File: config.mk
export PLATFORM = sky130hd
export DESIGN_NAME = instr_decode_queue
export DESIGN_NICKNAME = d
export VERILOG_FILES = /design/src/rtl/decode_pkg.sv /design/src/rtl/instr_field_extract.sv /design/src/rtl/instr_decode_queue.sv
export SDC_FILE = /design/constraint.sdc
export NUM_CORES = 1
export LEC_CHECK = 0
export ABC_AREA = 1
export CORE_MARGIN = 1
export CORE_UTILIZATION = 57
export DETAILED_ROUTE_END_ITERATION = 12
export GPL_TIMING_DRIVEN = 0
export HOLD_SLACK_MARGIN = 0.12
export PLACE_DENSITY = 0.85
export REMOVE_ABC_BUFFERS = 1
export SYNTH_ARGS = -nofsm -noshare
export SYNTH_HDL_FRONTEND = slang
export SYNTH_SLANG_ARGS = --single-unit
File: constraint.sdc
create_clock -name clk -period 9.95 [get_ports clk]
set_input_delay 0.995 -clock clk [delete_from_list [all_inputs] [get_ports clk]]
set_output_delay 0.995 -clock clk [all_outputs]
set_load 0.05 [all_outputs]
File: src/rtl/decode_pkg.sv
// Shared decode definitions: instruction field positions
// and the decoded record carried between pipeline stages.
package decode_pkg;

  localparam int XLEN_MAX = 64;

  localparam int OPC_HI   = 31;
  localparam int OPC_LO   = 27;
  localparam int RS_HI    = 26;
  localparam int RS_LO    = 22;
  localparam int RT_HI    = 21;
  localparam int RT_LO    = 17;
  localparam int RD_HI    = 16;
  localparam int RD_LO    = 12;
  localparam int FUNCT_HI = 3;
  localparam int FUNCT_LO = 0;
  localparam int IMM_HI   = 15;
  localparam int IMM_LO   = 0;
  localparam int IMM26_HI = 25;
  localparam int IMM26_LO = 0;

  localparam int IMM_W   = IMM_HI - IMM_LO + 1;
  localparam int IMM26_W = IMM26_HI - IMM26_LO + 1;

  // Wide members are sized XLEN_MAX; users keep
  // the low XLEN bits (sign extension already
  // fills the upper bits correctly).
  typedef struct packed {
    logic [4:0]          opcode;
    logic [4:0]          rs;
    logic [4:0]          rt;
    logic [4:0]          rd;
    logic [3:0]          funct;
    logic [XLEN_MAX-1:0] imm;
    logic [XLEN_MAX-1:0] imm26;
    logic [XLEN_MAX-1:0] pc;
  } decoded_instr_t;

endpackage

File: src/rtl/instr_field_extract.sv
// Combinational field split: instr, pc in;
// decoded_instr_t out (imm/imm26 sign-extended).
module instr_field_extract
  import decode_pkg::*;
#(
  parameter int XLEN = 32
) (
  input  logic [31:0]     instr,
  input  logic [XLEN-1:0] pc,
  output decoded_instr_t  dec
);

  always_comb begin
    dec        = '0;
    dec.opcode = instr[OPC_HI:OPC_LO];
    dec.rs     = instr[RS_HI:RS_LO];
    dec.rt     = instr[RT_HI:RT_LO];
    dec.rd     = instr[RD_HI:RD_LO];
    dec.funct  = instr[FUNCT_HI:FUNCT_LO];
    dec.imm    = {{(XLEN_MAX-IMM_W){instr[IMM_HI]}},
                  instr[IMM_HI:IMM_LO]};
    dec.imm26  = {{(XLEN_MAX-IMM26_W){instr[IMM26_HI]}},
                  instr[IMM26_HI:IMM26_LO]};
    dec.pc     = XLEN_MAX'(pc);
  end

endmodule

File: src/rtl/instr_decode_queue.sv
// Buffered decode stage: valid/ready in, DEPTH-entry FIFO
// of decoded records, valid/ready out, sync flush, count.
module instr_decode_queue
  import decode_pkg::*;
#(
  parameter int XLEN  = 32,
  parameter int DEPTH = 4
) (
  input  logic                       clk,
  input  logic                       rst_n,
  input  logic                       flush,
  input  logic                       in_valid,
  output logic                       in_ready,
  input  logic [31:0]                in_instr,
  input  logic [XLEN-1:0]            in_pc,
  output logic                       out_valid,
  input  logic                       out_ready,
  output logic [4:0]                 out_opcode,
  output logic [4:0]                 out_rs,
  output logic [4:0]                 out_rt,
  output logic [4:0]                 out_rd,
  output logic [3:0]                 out_funct,
  output logic [XLEN-1:0]            out_imm,
  output logic [XLEN-1:0]            out_imm26,
  output logic [XLEN-1:0]            out_pc,
  output logic [$clog2(DEPTH+1)-1:0] count
);

  localparam int AW = $clog2(DEPTH);
  localparam int CW = $clog2(DEPTH+1);

  decoded_instr_t mem [DEPTH];
  decoded_instr_t in_dec;
  decoded_instr_t head;

  logic [AW-1:0] wr_ptr;
  logic [AW-1:0] rd_ptr;
  logic [CW-1:0] cnt;
  logic          primed;
  logic          push;
  logic          pop;

  instr_field_extract #(.XLEN(XLEN)) u_extract (
    .instr (in_instr),
    .pc    (in_pc),
    .dec   (in_dec)
  );

  assign in_ready  = (cnt != CW'(DEPTH)) & ~flush;
  assign out_valid = (cnt != '0);
  assign push      = in_valid & in_ready;
  assign pop       = out_valid & out_ready & ~flush;
  assign count     = cnt;

  always_ff @(posedge clk) begin
    if (push) mem[wr_ptr] <= in_dec;
  end

  // primed masks unwritten storage until the
  // first push after reset.
  always_ff @(posedge clk or negedge rst_n) begin
    if (!rst_n) begin
      wr_ptr <= '0;
      rd_ptr <= '0;
      cnt    <= '0;
      primed <= 1'b0;
    end else if (flush) begin
      wr_ptr <= '0;
      rd_ptr <= '0;
      cnt    <= '0;
    end else begin
      if (push) begin
        wr_ptr <= wr_ptr + 1'b1;
        primed <= 1'b1;
      end
      if (pop) rd_ptr <= rd_ptr + 1'b1;
      unique case ({push, pop})
        2'b10:   cnt <= cnt + 1'b1;
        2'b01:   cnt <= cnt - 1'b1;
        default: cnt <= cnt;
      endcase
    end
  end

  assign head = primed ? mem[rd_ptr] : '0;

  assign out_opcode = head.opcode;
  assign out_rs     = head.rs;
  assign out_rt     = head.rt;
  assign out_rd     = head.rd;
  assign out_funct  = head.funct;
  assign out_imm    = head.imm[XLEN-1:0];
  assign out_imm26  = head.imm26[XLEN-1:0];
  assign out_pc     = head.pc[XLEN-1:0];

  if (XLEN < XLEN_MAX) begin : g_trim
    logic unused_hi;
    assign unused_hi = ^{head.imm[XLEN_MAX-1:XLEN],
                         head.imm26[XLEN_MAX-1:XLEN],
                         head.pc[XLEN_MAX-1:XLEN]};
  end

endmodule

* After elaboration in Yosys (flattened, before gate mapping)
Memory sizes are Yosys's and may differ from the RTL's.
Cells that the tools add are included.
Widths: inputs -> output; s select.
** Word-level totals
- RAM bits :: 736
- Word-level logic and storage cells :: 31
- Bits in registers :: 8
- Bits of input ports :: 69
- Output and inout port bits :: 125
- Memories kept :: 1
** Memory list
- mem :: depth 4, width 184, read ports 1, clocked after Yosys merged registers in 0, write ports 1, line instr_decode_queue.sv:32 : decoded_instr_t mem [DEPTH];
** Operators by class
- $add $sub $neg :: 4
- Bitwise operators :: 5
- Reductions and logical operators :: 5
- Multiplexer cells :: 9
- Eq/ne operators :: 3
** Operators by type and width (number)
- $mux 216 :: 1
- $mux 2 :: 4
- $pmux 3 s2 :: 1
- $reduce_bool 3->1 :: 2
- $add 2x1->2 const B :: 2
- $and 1x1->1 :: 4
- $reduce_bool 2->1 :: 2
- $add 3x1->3 const B :: 1
- $mux 3 :: 1
- $ne 3x3->1 const B :: 1
- $sub 3x1->3 const B :: 1
- $eq 2x1->1 const B :: 1
- $eq 2x2->1 const B :: 1
- $mux 1 :: 2
- $reduce_and 2->1 :: 1
- $not 1->1 :: 1

* Longest topological paths before layout
Gate-level depths: netlist of run 1.
- Word-level depth :: 6
- Depth in mapped cells :: 13
- Mapped depth without buffers :: 13

* By module
Synthesis of run 1 repeated with hierarchy kept, for this count alone.
** Second synthesis, totals
- Cell total of the unflattened synthesis :: 1695
- Area, all modules :: 20611.0 sq um
** By module, submodules not included
- instr_decode_queue :: cells each 1478, area each 18985.7 sq um, seq. area each 14614.0 sq um, times used 1
- instr_field_extract :: cells each 217, area each 1625.3 sq um, seq. area each 0.0 sq um, times used 1

* Worst setup path after synthesis of run 1
OpenSTA, ideal clock, no wires.
- Path kind :: in2reg
- From :: input flush
- To :: memory mem[0][0] (netlist bit), enable pin
- Path buffers :: 0
- Library setup time :: 486 ps
- Arrival :: 3926 ps
- Stages on the path :: 3
- Path slack :: 5537 ps
- Required time :: 9464 ps
- Cells stage by stage :: inv_2 nand3_4 nor2_1
** Between the ends
- Cells in the longest elaborated chain, start to end :: 5
** Ends and longest elaborated chain
- start: declaration :: line instr_decode_queue.sv:11 : input logic flush,
- $not 1->1 (no source line)
- $and 1x1->1 :: line instr_decode_queue.sv:49 : assign in_ready = (cnt != CW'(DEPTH)) & ~flush;
- $and 1x1->1 :: line instr_decode_queue.sv:51 : assign push = in_valid & in_ready;
- $mux 1 :: line instr_decode_queue.sv:56 : if (push) mem[wr_ptr] <= in_dec;
- $mux 1 (implied by the code) :: line instr_decode_queue.sv:56
- end: declaration :: line instr_decode_queue.sv:32
No other way between the ends.

* Worst setup path after layout of run 1
- From :: register rd_ptr[1]
- To :: output out_imm[27]
** Between the ends
- Cells in the longest elaborated chain, start to end :: 2
** Ends and longest elaborated chain
- start: declaration :: line instr_decode_queue.sv:37 : logic [AW-1:0] rd_ptr;
- start signal: assignment :: line instr_decode_queue.sv:76 : if (pop) rd_ptr <= rd_ptr + 1'b1;
- $mem_v2 4x184
- $mux 216 :: line instr_decode_queue.sv:85 : assign head = primed ? mem[rd_ptr] : '0;
- end: declaration :: line instr_decode_queue.sv:23 : output logic [XLEN-1:0] out_imm,
No other way between the ends.

==> results.toml, run 1 <==
[clock_tree]
root_buffer = "clkbuf_16"
htreeDepth = 1
clk_path_buf_depth = 3
cts.clk_slew.worst_paths_ps = 60
cts_hold_buf = 0
cts-buffers-inserted = 25
cts.sinks = 264
cts_setup_buffers = 0
cts_tree = "yes"
cts_resized = 0
clock_latency_ps = 500

[logic_synthesis]
synthCells = 874
synth_top_area_share_pct = 71.2
synth_top_family_by_area = "simple AND/OR/NAND/NOR gates"
ys_seq_area_share_pct = 73.1
yosysWarnings = 0
synth.avg_cell_area_sq_um = 12.3
syn_area_sq_um = 10800
synthSimpleGateAreaFrac_pct = 10.5
synth-seq-cells = 264
yosysUniqueCellTypes = 25
netlist_top_cells_area = "edfxtp_1 71%, nor2_1 9.0%, buf_4 4.2%"
muxShareOfSynthArea_pct = 0
synth_top_cell_by_area = "edfxtp_1"
synth_compound_area_share_pct = 9.25
synth_fa_ha_area_share_pct = 0.649
synth_xor_area_share_pct = 0.0812

[worst_setup_path]
reg2reg_slack_ps = 7740
crit_fanout = 65
path_delay_family = "buffers and inverters"
worstPathArrival_ps = 4230
path_class = "register to primary output"
crit_path_max_incr_delay_ps = 1020
critPathSlowestCell = "dfrtp_4"
reg2regPathDepth = 12
r2r_end = "count[2]"
crit_buf_inv = 2
path_cells = "inv_2, nor2_1, o21ai_1, a21oi_1, clkdlybuf4s50_1"
critPathCaptureType = "primary output"
worstReg2RegStart = "count[1]"
critPathRequiredTime_ps = 8960
critPathLaunchType = "register"

[route]
drtIter0Drc = 439
viasPerCell = 5.52
drc_errors = 0
totalWireLength_mm = 22.1
drt_pass1_iterations = 5
drtAntennaViolNets = 0
num_vias = 6874
avgRoutedWirePerCell_microns = 17.7

[global_route]
grt_pass1_wl_mm = 34.2
grt_usage_pct = 22.8
grt_pass1_vias = 6613
grt_max_degree = 83
grt_overflow_total = 0
antenna_found_initial = 0

[place]
pre_cts_slack_ps = 5220
dp_hpwl_mm = 12.8
gp_congestion = 0.742
portBuffers = 193

[timing]
max_freq_mhz = 191
setup_tns_ps = 0
min_period_ps = 5230
grt_setup_unrepaired = "false"
setup_viol = 0
fin_hold_ws_ps = 562
clock_skew_ps = 6.97
report.final.slew_viol_count = 0
finalCritPeriodShare_pct = 52.6
worst_pin_slew_ps = 1180
hold_viol_final = 0
slew_headroom_pct = 21.3
worst_slack_ps = 4720

[cells_and_area]
fin_nets = 1075
drive_above_1_share_pct = 6.20
fin_util_pct = 73.1
syn_to_final_growth_pct = 23.8
num_antenna_cells = 0

[hold_path]
hold_end = "wr_ptr[0]"
holdCritStartpoint = "wr_ptr[0]"
hold_path_class = "register to register"
hold_depth = 1

[pwr]
p_leak_nw = 4.57
swShare_pct = 29.4
p_per_area_nw_per_um2 = 201
p_int_mw = 1.90
seqPwrFrac_pct = 47.6
share_comb_of_total_power_pct = 21.8
ir_worst_vdd_mv = 0.140
p_sw_mw = 0.791
power.share.clock_pct = 30.6

[die]
start_util_pct = 59.1
dieArea_sq_um = 19500
die_w_microns = 140
row_count = 49
io_pins = 194
core-area_sq_um = 18300
die_height_microns = 140

[flow_run]
cap_violations = 0

[outcome]
status = "complete, no violations"
-- cell usage in the layout, fill, tap and decap left out, types with 11 or more instances in the layout --
cell	count
o21ai_1	77
clkdlybuf4s50_1	193
a21oi_1	66
buf_12	11
clkbuf_16	25
edfxtp_1	256
o21ai_0	53
nor2_1	256
nand2_1	12
-- Yosys cell counts, drive strengths merged --
library cell and count:
a21oi 68, buf 86, clkbuf 19, dfrtp 8
edfxtp 256, fa 1, ha 4, inv 14
nand2 15, nand3 7, nand4 3, nor2 262
o21ai 130, xnor2 1
-- state kept, by name, indices dropped and copies added, names as in the netlist --
signal / flops
mem: 256
count: 3
rd_ptr: 2
wr_ptr: 2
primed: 1
-- logic make-up (layout without fill, tap and decap cells) --
logic type | after synthesis | after routing
simple gates | 287 | 287
flops | 264 | 264
compound gates | 198 | 198
buf+inv | 119 | 261
fa+ha+maj | 5 | 5
xor+xnor | 1 | 1
-- power by group through the flow --
stage                     logic [mW]  registers (mW)  clock network [mW]
after floorplan                0.362            1.31                   0
after global placement         0.564            1.31                   0
after detailed placement       0.588            1.30                   0
after CTS                      0.591            1.28               0.832
after global routing           0.617            1.28               0.875
final                          0.588            1.28               0.824
-- stage by stage --
stage               instance area, sq um  power, mW  cells
floorplan                          10200       1.67    769
global route                       13400       2.78   1245
CTS                                13400       2.70   1245
detailed placement                 12700       1.89   1203
global placement                   12400       1.88   1191
finish                             13400       2.69   1245
-- worst max-delay path by stage --
stage                    endpoint  slack, ps  cells past startpoint       from
detailed placement    out_imm[27]       5220                      5  rd_ptr[0]
global route          out_imm[27]       4430                      5  rd_ptr[1]
CTS                   out_imm[27]       4660                      5  rd_ptr[1]
finish                out_imm[27]       4720                      5  rd_ptr[1]
floorplan           out_imm26[15]      -7540                      3  rd_ptr[0]
global placement      out_imm[29]       1110                      4  rd_ptr[0]
-- per-layer routing --
layer	GRT usage [%]	wire length, microns	up-vias
met3	3.27	1470	26
li1	-	-	3259
met2	41.2	11700	286
met1	28.6	8600	3303
met5	0	0	-
met4	6.65	296	0
-- area by class of cell --
cell class / instances / area (sq um)
clock buffers: 27 / 633
clock inverters: 15 / 70.1
fillers: 1172 / 4910
inverters: 14 / 55.1
multi-input cells: 491 / 2240
flip-flops and latches: 264 / 7900
well taps: 229 / 287
repair buffers: 205 / 2180
No activity file was read; power rests on OpenSTA's default activity.
==> inputs of run 2 (changes only) <==
- CORE_UTILIZATION: 57 -> 53
- PLACE_DENSITY: 0.85 -> 0.79
- clock period: 9.95 -> 5.3 ns (I/O delays scaled with it)
==> run 2 against run 1 <==
Effect of this change:
- clock skew up 3.6 ps
- cell count is 3.2% higher
- first-iteration DRC count decreased by 30%
- sequential share of layout area down 0.61 points
- register-to-register slack worse by 4600 ps
- flip-flop and latch count did not move
- critical path depth is 1 higher
- worst setup slack worse by 4200 ps
==> results.toml, run 2 (synthesis gave the netlist of run 1 again) <==
[worst_setup_path]
worstPathArrival_ps = 4210
crit_path_frequent_cell = "buf_16"
path_class = "register to primary output"
path_cells = "buf_16, inv_4, buf_16, o21ai_1, a21oi_2, clkdlybuf4s50_1"
crit_fanout = 71
crit_path_max_incr_delay_ps = 950
critPathSlowestCell = "clkdlybuf4s50_1"
critPathCaptureType = "primary output"
critPathRequiredTime_ps = 4770
critPathLaunchType = "register"

[clock_tree]
clk_path_buf_depth = 3
cts.sinks = 264
root_buffer = "clkbuf_16"
cts-buffers-inserted = 27
clock_latency_ps = 520
htreeDepth = 1
cts_tree = "yes"
cts_setup_buffers = 0
cts.clk_slew.worst_paths_ps = 60

[route]
totalWireLength_mm = 22.4
drtIter0Drc = 309
drc_errors = 0
num_vias = 6842
viasPerCell = 5.32
drtAntennaViolNets = 0
avgRoutedWirePerCell_microns = 17.5
drt_pass1_iterations = 4

[timing]
report.final.slew_viol_count = 0
fin_hold_ws_ps = 307
worst_pin_slew_ps = 889
finalCritPeriodShare_pct = 89.5
hold_viol_final = 0
max_freq_mhz = 211
slew_headroom_pct = 40.7
setup_viol = 0
clock_skew_ps = 10.6
min_period_ps = 4740
grt_setup_unrepaired = "false"

[pwr]
total_power_mw = 5.21
p_leak_nw = 4.61
ir_worst_vdd_mv = 0.312
p_per_area_nw_per_um2 = 386

[cells_and_area]
largest_reg_flops = 256
fin_nets = 1077
fin_util_pct = 68.5
drive_above_1_share_pct = 6.47
mostFrequentLayoutCells = "256 x nor2_1, 256 x edfxtp_1, 193 x clkdlybuf4s50_1"
layout.cells.non_filler = 1285
num_antenna_cells = 0
regMostFlops = "mem"
fill_cells = 1362
syn_to_final_growth_pct = 25.1
final_cell_area_sq_um = 13500

[place]
gp_congestion = 0.746
postPlaceCellArea_sq_um = 12700
portBuffers = 193
dpl.cell_count = 1239
dp_hpwl_mm = 13.1

[global_route]
grt_usage_pct = 21.7
antenna_found_initial = 0
grt_max_degree = 72
grt_overflow_total = 0
grt_use_met2_pct = 39.7
grt_pass1_wl_mm = 34.7
grt_use_met3_pct = 3.75
grt_pass1_vias = 6929
grt.busiest_layer = "met2"
grt_util_met1_pct = 26.5

[die]
die_height_microns = 145
core-area_sq_um = 19700
io_pins = 194
die_w_microns = 145
dieArea_sq_um = 20900
start_util_pct = 54.7
row_count = 51

[hold_path]
hold_path_class = "input port to async pin"

[flow_run]
cap_violations = 0

[outcome]
status = "complete, no violations"
run 2: cell count changes in the layout (fill, tap and decap cells not counted), sizes merged:
cell / delta
clkinv: -6
bufinv: +1
clkbuf: +9
run 2: path summary, 6_finish.rpt:
kind / start / end / slack [ps] / cells past startpoint
worst max-delay path: rd_ptr[0] / out_imm[20] / 560 / 6
worst min-delay path: rst_n / count[2] / 310 / 1
worst max register to register: count[1] / count[2] / 3110 / 12
worst min register to register: wr_ptr[1] / wr_ptr[1] / 580 / 2
max in group asynchronous: rst_n / rd_ptr[0] / 4660 / 1
min in group clk: wr_ptr[1] / wr_ptr[1] / 580 / 2
run 2: per-stage QoR:
step                TNS (ps)  setup slack, ps
detailed placement         0              653
finish                     0              558
CTS                        0              110
floorplan            -265930           -11730
global route               0              287
global placement     -720950            -3220
run 2: worst max-delay path: cells and delay by family (launching register included):
| kind | cells | cell delay, ps |
|---|---|---|
| buffers and inverters | 4 | 2170 |
| flip-flops | 1 | 730 |
| AO/OA/AOI/OAI | 2 | 730 |
run 2: where the power goes:
group | leakage (nW) | internal (mW) | total, mW | switching [mW]
registers | 2.43 | 2.36 | 2.40 | 0.0378
clock network | 0.380 | 0.980 | 1.70 | 0.719
logic | 1.80 | 0.355 | 1.11 | 0.754
run 2: what timing repair did:
action                                  4_1_cts  5_1_grt
endpoints found under the setup margin        0       19
gates resized for setup                       0        1
hold buffers                                  0        0
run 2: per-layer routing:
layer | vias to the layer above | part of all wire, %
met3 | 38 | 5.9
met5 | - | 0
li1 | 3265 | -
met1 | 3321 | 40
met2 | 218 | 52
met4 | 0 | 1.7
run 2: cell type report:
cell class / count / area (sq um) / area share [%]
Timing Repair Buffer: 205 / 2190 / 16.2
Clock buffer: 36 / 709 / 5.26
Sequential cell: 264 / 7900 / 58.5
Clock inverter: 10 / 76.3 / 0.565
Inverter: 14 / 55.1 / 0.408
Multi-Input combinational cell: 491 / 2240 / 16.6
Tap cell: 265 / 332 / 2.46
==> inputs of run 3 (changes only) <==
- CORE_MARGIN: 1 -> default
- CORE_UTILIZATION: 53 -> 57
- PLACE_DENSITY: 0.79 -> 0.85
- clock period: 5.3 -> 6 ns (I/O delays scaled with it)
==> results of run 3 <==
The final DEF is identical to that of run 1. Status: complete, no violations.
Main changes from that run: setup slack after placement 5220 ps -> 1660 ps; setup slack after layout 4720 ps -> 1170 ps; hold slack 562 ps -> 403 ps; register-to-register setup slack 7740 ps -> 3790 ps; total power 2.69 mW -> 4.46 mW; worst IR drop on VDD 0.140 mV -> 0.233 mV
